--- config.mk ---
export PLATFORM = sky130hd
export DESIGN_NAME = wc_tile_loader
export DESIGN_NICKNAME = d
export VERILOG_FILES = /design/src/rtl/wc_pkg.sv /design/src/rtl/wc_tile_loader.sv
export SDC_FILE = /design/constraint.sdc
export NUM_CORES = 1
export LEC_CHECK = 0
export ABC_AREA = 1
export ABC_CLOCK_PERIOD_IN_PS = 13100
export CORE_UTILIZATION = 58
export DETAILED_ROUTE_END_ITERATION = 10
export PLACE_DENSITY = 0.82
export RECOVER_POWER = 50
export SLEW_MARGIN = 20
export SYNTH_ARGS = -nofsm -noshare
export SYNTH_HDL_FRONTEND = slang
export SYNTH_SLANG_ARGS = --single-unit
--- constraint.sdc ---
create_clock -name clk -period 13.1 [get_ports clk]
set_input_delay 2.62 -clock clk [delete_from_list [all_inputs] [get_ports clk]]
set_output_delay 2.62 -clock clk [all_outputs]
set_load 0.01 [all_outputs]
--- src/rtl/wc_pkg.sv ---
// Shared constants and types for the Winograd core input loader.
// Lane index and fill-state types are used by the tile loader.
package wc_pkg;

  localparam int WC_LANES  = 10;
  localparam int WC_DW     = 8;
  localparam int WC_DBUS_W = WC_LANES * WC_DW;

  typedef logic [3:0] wc_lane_t;

  typedef enum logic {
    WC_FILL = 1'b0,
    WC_FULL = 1'b1
  } wc_fill_state_t;

endpackage

--- src/rtl/wc_tile_loader.sv ---
// Byte-serial to 80-bit tile packer with a double-buffered shadow/output pair.
//   state   | meaning
//   WC_FILL | shadow accepting bytes, lane_q is the next lane to write
//   WC_FULL | shadow holds a complete tile waiting for the output slot
module wc_tile_loader
  import wc_pkg::*;
#(
  parameter int LANES = WC_LANES,
  parameter int DW    = WC_DW,
  parameter int CNT_W = 16
) (
  input  logic                  clk,
  input  logic                  rst,
  input  logic [DW-1:0]         in_data,
  input  logic                  in_valid,
  input  logic                  in_sof,
  output logic                  in_ready,
  output logic [LANES*DW-1:0]   D,
  output logic                  d_valid,
  input  logic                  d_ready,
  output logic                  resync,
  output logic [CNT_W-1:0]      tile_cnt
);

  localparam wc_lane_t LAST_LANE = wc_lane_t'(LANES - 1);

  wc_fill_state_t        state_q, state_d;
  wc_lane_t              lane_q, lane_d;
  logic [LANES*DW-1:0]   shadow_q, shadow_d;
  logic [LANES*DW-1:0]   d_q, d_d;
  logic                  d_valid_q, d_valid_d;
  logic                  resync_q, resync_d;
  logic [CNT_W-1:0]      tile_cnt_q, tile_cnt_d;

  logic     shadow_full;
  logic     accept;
  logic     transfer;
  logic     deliver;
  logic     sof_restart;
  wc_lane_t wr_lane;

  assign shadow_full = (state_q == WC_FULL);
  assign in_ready    = !shadow_full;
  assign accept      = in_valid && in_ready;
  assign transfer    = shadow_full && (!d_valid_q || d_ready);
  assign deliver     = d_valid_q && d_ready;
  // A start marker mid-tile restarts the tile at lane 0; stale lanes get overwritten.
  assign sof_restart = accept && in_sof && (lane_q != '0);
  assign wr_lane     = sof_restart ? '0 : lane_q;

  always_comb begin
    state_d    = state_q;
    lane_d     = lane_q;
    shadow_d   = shadow_q;
    d_d        = d_q;
    d_valid_d  = d_valid_q;
    resync_d   = sof_restart;
    tile_cnt_d = tile_cnt_q + {{(CNT_W-1){1'b0}}, deliver};

    case (state_q)
      WC_FILL: begin
        if (accept) begin
          shadow_d[wr_lane*DW +: DW] = in_data;
          if (wr_lane == LAST_LANE) begin
            state_d = WC_FULL;
            lane_d  = '0;
          end else begin
            lane_d = wr_lane + wc_lane_t'(1);
          end
        end
      end
      WC_FULL: begin
        if (transfer) begin
          d_d       = shadow_q;
          d_valid_d = 1'b1;
          state_d   = WC_FILL;
        end
      end
      default: state_d = WC_FILL;
    endcase

    // A delivery coinciding with a transfer keeps d_valid high for the new tile.
    if (deliver && !transfer) begin
      d_valid_d = 1'b0;
    end
  end

  always_ff @(posedge clk or posedge rst) begin
    if (rst) begin
      state_q    <= WC_FILL;
      lane_q     <= '0;
      shadow_q   <= '0;
      d_q        <= '0;
      d_valid_q  <= 1'b0;
      resync_q   <= 1'b0;
      tile_cnt_q <= '0;
    end else begin
      state_q    <= state_d;
      lane_q     <= lane_d;
      shadow_q   <= shadow_d;
      d_q        <= d_d;
      d_valid_q  <= d_valid_d;
      resync_q   <= resync_d;
      tile_cnt_q <= tile_cnt_d;
    end
  end

  assign D        = d_q;
  assign d_valid  = d_valid_q;
  assign resync   = resync_q;
  assign tile_cnt = tile_cnt_q;

endmodule

# == Word level (Yosys, flattened, before mapping) ==
# Cells that the tools add are included.
# word_totals
ff_bits,183
out_inout_bits,99
inputBits,13
# classes
add_sub_neg,3
n_bitwise,1
n_reduce_logical,16
n_eq_ne,1
mux,10
shift,2
# op_table
op,n
bitwise mux 80 bit,1
"variable shift 8 x 34 -> 80 bit, first input constant",1
variable part select 8 x 34 -> 80 bit,1
negator 7 -> 34 bit,1
adder 16 x 1 -> 16 bit,1
two-way mux 4 bit,2
logical AND 1 bit,6
two-way mux 1 bit,6
AND reduction 2 bit,3
"adder 4 x 1 -> 4 bit, second input constant",1
"== test 4 bit, second input constant",1
nonzero test 2 bit,2
nonzero test 4 bit,1
zero test 1 bit,3
case mux 1 bit (2 select lines),1
logical OR 1 bit,1
NOT 1 bit,1

# == Depth between registers and ports, before layout ==
# depth
ltp_word,9
ltp_mapped,16
depth_no_buf,15

# == Worst setup path before layout ==
# No wires, ideal clock.
# synth_timing
kind,input port to flip-flop
start,in in_valid
end,reg shadow_q[8]
arrival_ns,4.352
stages,12
required_time_ns,12.983
path_buffers,0
setup_ns,0.117
setup_slack_ns,8.630
path_cell_list,nand2_2 -> inv_2 -> nand2_2 -> nand2_1 -> ha_1 -> inv_2 -> nor2_1 -> nand2_4 -> inv_2 -> nand2_1 -> nand2_1 -> nand2_1
# synth_via
elab_chain_len,7
elab_cells_between_ends,9
classes_between,add/sub (1); shift (2); mux (2); reduce/logical (4)
# synth_rtl
item,line,rtl
from (decl),wc_tile_loader.sv:15,"input logic in_valid,"
logical AND 1 bit *,wc_tile_loader.sv:44,assign accept = in_valid && in_ready;
logical AND 1 bit (2 in series),wc_tile_loader.sv:48,assign sof_restart = accept && in_sof && (lane_q != '0);
two-way mux 4 bit,wc_tile_loader.sv:49,assign wr_lane = sof_restart ? '0 : lane_q;
negator 7 -> 34 bit,wc_tile_loader.sv:63,shadow_d[wr_lane*DW +: DW] = in_data;
variable part select 8 x 34 -> 80 bit or variable shift 8 x 34 -> 80 bit (tied branches),wc_tile_loader.sv:63,
bitwise mux 80 bit,wc_tile_loader.sv:63,
to (signal assigned),wc_tile_loader.sv:100,shadow_q <= shadow_d;
to (decl),wc_tile_loader.sv:29,"logic [LANES*DW-1:0] shadow_q, shadow_d;"
# Mark *: on every way between the ends. The rest lies on a longest branch, timed or not.
# A chain may end at the register's enable or synchronous reset.

# == Worst setup path after layout ==
# layout_timing
start,in d_ready
end,reg d_q[6] (netlist: D[6])
# layout_via
elab_chain_len,3
# layout_rtl
item,line,rtl
from (decl),wc_tile_loader.sv:20,"input logic d_ready,"
logical OR 1 bit,wc_tile_loader.sv:45,assign transfer = shadow_full && (!d_valid_q || d_ready);
logical AND 1 bit,wc_tile_loader.sv:45,
AND reduction 2 bit (no source line),n/a,
to (signal assigned),wc_tile_loader.sv:93,d_q <= '0;
to (signal assigned),wc_tile_loader.sv:101,d_q <= d_d;
to (decl),wc_tile_loader.sv:30,"logic [LANES*DW-1:0] d_q, d_d;"
# Every way passes these cells.

==> reports/results.ini <==
[synth]
yosys.area_share.xor_xnor = 0.0171
netlist_instances = 758
synth-compound-area-share = 0.0441
synth_top_family_by_area = simple AND/OR/NAND/NOR gates
synthAdderAreaFrac = 0.00976
yosys_register_bits = 183
ys_warn_count = 0
avgSynthCellArea_um2 = 10.1
synth_top_area_cell = dfrtp_1
ys_seq_area_frac = 0.595
synth_top_area_frac = 0.595
syn-cell-area_um2 = 7690
ys_types = 31
synth_fp_nets = 777
synth_mux_area_frac = 0.0820
synth_simple_gate_area_share = 0.204
synthTopCellsByArea = dfrtp_1 (60%), nand2_1 (9.8%), mux2_2 (8.2%)

[clock_network]
cts_setup_buffers = 0
cts_resized = 0
cts-root-buf = clkbuf_16
holdBufCountCts = 0
htree_levels = 4
clk_latency_ps = 420
cts.sinks = 183
clkTransAtPathRegs_ps = 60
cts_buffers = 17
cts_tree = done
clockBufferDepth = 2

[timing]
timing.final.ws_setup_ps = 6980
worst_pin_slew_ps = 4030
tns_ps = 0
timing.fmax_ghz = 0.163
skew_ps = 6.94
slew_viol_final = 199
relSlewSlack = -1.70
hold_ws_ps = 471
period_share = 0.467
finalCriticalPeriod_ps = 6120
hold_viol_final = 0
finalSetupViolCount = 0
rsz0062_at_grt = no

[detailed_routing]
vias_per_cell = 5.45
drtAntennaViolNets = 0
drtPass1Iterations = 5
drtIter0Drc = 511
drc_errors = 0
routed_wl_um = 17300
post_drt_wl_per_cell_um = 16.5
vias = 5692

[power_and_ir_drop]
ir_drop_uv = 135
combinationalPowerShare = 0.319
p_int_mw = 1.34
leakage_nw = 4.92
clockPowerShare = 0.259
power.density_nw_per_um2 = 213
p_sw_frac = 0.339
power.total_mw = 2.02
p_sw_mw = 0.687
power_frac_seq = 0.422

[critical_path]
crit_arrival_ps = 6250
rr_worst_depth = 3
r2r_start = d_valid$_DFFE_PP0P_
path_buf_inv = 2
worstPathMaxFanout = 104
critical-path-slowest-cell = nand2_1
ff2ff_setup_slack_ps = 9410
required_ps = 13230
crit_type = in2reg
critPathMaxStageDelay_ps = 2500
cp_top_family = simple AND/OR/NAND/NOR gates
reg2reg_to = D[6]$_DFFE_PP0P_
cp-end-kind = flop
crit_top_cell = nand2_1
startpoint_type = input port
crit_chain = dlygate4sd3_1 -> inv_1 -> nand2_1 -> nand2_1 -> o21ai_0

[cells_and_area]
final_core_util = 0.743
final_cell_area_um2 = 9490
final_nets = 879
layout_common_cells = nand2_1 (204), dfrtp_1 (183), dlygate4sd3_1 (68)
final_common_cell = nand2_1
nFillCells = 840
areaGrowthSynthToFinish_pct = 23.4
drive_gt1_frac = 0.139
layout.cells.non_filler = 1045
n_antenna_cell = 0

[global_routing]
first_global_vias = 5494
grt_first_pass_wirelength_um = 27800
grt-ovfl-total = 0
grtUsageTotal = 0.272
grt_max_degree = 105
antenna_found_initial = 0

[place]
dpl_worst_slack_ps = 7620
portBuffers = 111
gp_congestion = 0.896
place_area_um2 = 8900
dp_cells = 1013
dpl.hpwl_um = 11700

[job]
maxCapViolCount = 2

[run_status]
status = finished, violations left
violations = max-capacitance violations, max-slew violations

[floorplanning]
coreArea_um2 = 12800
die_y_um = 117
die_area_um2 = 13700
rows = 41
die_w_um = 117
pin_count = 112
initial_core_util = 0.602

[hold_path]
hold_class = reg2reg
whs_path_depth = 1
whs_endpoint = tile_cnt[15]$_DFF_PP0_
worstHoldStart = tile_cnt[15]$_DFF_PP0_

[flip-flops by register name, summed over array words and instances, names as in the netlist]
name         flops
resync           1
D               80
shadow_q        80
shadow_full      1
lane_q           4
d_valid          1
tile_cnt        16
[layer usage]
metal | vias up | track usage | wire length, um | part of all wire
met5 | - | 0 | 0 | 0
met4 | 0 | 0.105 | 354 | 0.020
met3 | 27 | 0.0515 | 657 | 0.038
met2 | 172 | 0.434 | 8490 | 0.49
met1 | 2817 | 0.371 | 7780 | 0.45
li1 | 2676 | - | - | -
[power groups by stage]
stage	Clock [mW]	Combinational (mW)	Sequential (mW)
2_1_floorplan	0	0.345	0.874
3_3_place_gp	0	0.650	0.854
3_5_place_dp	0	0.668	0.864
4_1_cts	0.530	0.677	0.859
5_1_grt	0.553	0.719	0.875
6_report	0.524	0.646	0.855
[logic make-up after synthesis]
family                     count (synthesis)
adders and majority gates                  6
AOI/OAI and AO/OA                         63
xor gates and xnor gates                  15
and+or+nand+nor                          346
buffers and inverters                     89
muxes                                     56
DFF                                      183
[synth_stat cells]
| master | number |
|---|---|
| xnor2_1 | 7 |
| ha_1 | 6 |
| nor2_4 | 4 |
| buf_4 | 2 |
| clkbuf_1 | 10 |
| dfrtp_1 | 183 |
| nand3_4 | 1 |
| nand2_1 | 201 |
| nand3_1 | 54 |
| o21ai_0 | 48 |
| nand2_4 | 3 |
| nor2_8 | 1 |
| nor3_1 | 6 |
| o21bai_1 | 8 |
| clkbuf_2 | 2 |
| buf_1 | 5 |
| inv_1 | 53 |
| buf_2 | 8 |
| nor2_2 | 4 |
| xor2_1 | 8 |
| nor4_1 | 1 |
| inv_2 | 6 |
| nor2_1 | 41 |
| nand3_2 | 6 |
| mux2_2 | 56 |
| o21ai_1 | 4 |
| nand4_1 | 15 |
| o22ai_1 | 3 |
| nand2_2 | 9 |
| buf_6 | 2 |
| inv_4 | 1 |
[worst register-to-register path, delay by kind of cell (launching register included)]
| kind | cells | cell delay, ps |
|---|---|---|
| AOI/OAI and AO/OA | 1 | 440 |
| DFF | 1 | 360 |
| and+or+nand+nor | 2 | 2610 |
[cell type report]
class	count	area, um2	area share
multi-input combinational	486	2740	0.288
sequential	183	4580	0.482
tap	172	215	0.0227
clock buffer	19	443	0.0467
timing repair buffer	112	1120	0.118
inverter	60	229	0.0241
clock inverter	13	170	0.0179
[how the worst max path moves through the flow]
stage | to | from | slack [ps] | cells after the start
2_1_floorplan | D[0]$_DFFE_PP0P_ | rst | 5510 | 1
6_report | D[6]$_DFFE_PP0P_ | d_ready | 6980 | 5
3_5_place_dp | shadow_q[14]$_DFFE_PP0P_ | in_valid | 7620 | 13
4_1_cts | shadow_q[14]$_DFFE_PP0P_ | in_valid | 8050 | 13
5_1_grt | D[7]$_DFFE_PP0P_ | d_ready | 6490 | 6
3_3_place_gp | shadow_q[8]$_DFFE_PP0P_ | in_valid | 7720 | 13
Note: power is estimated with default switching activity, not from simulation.
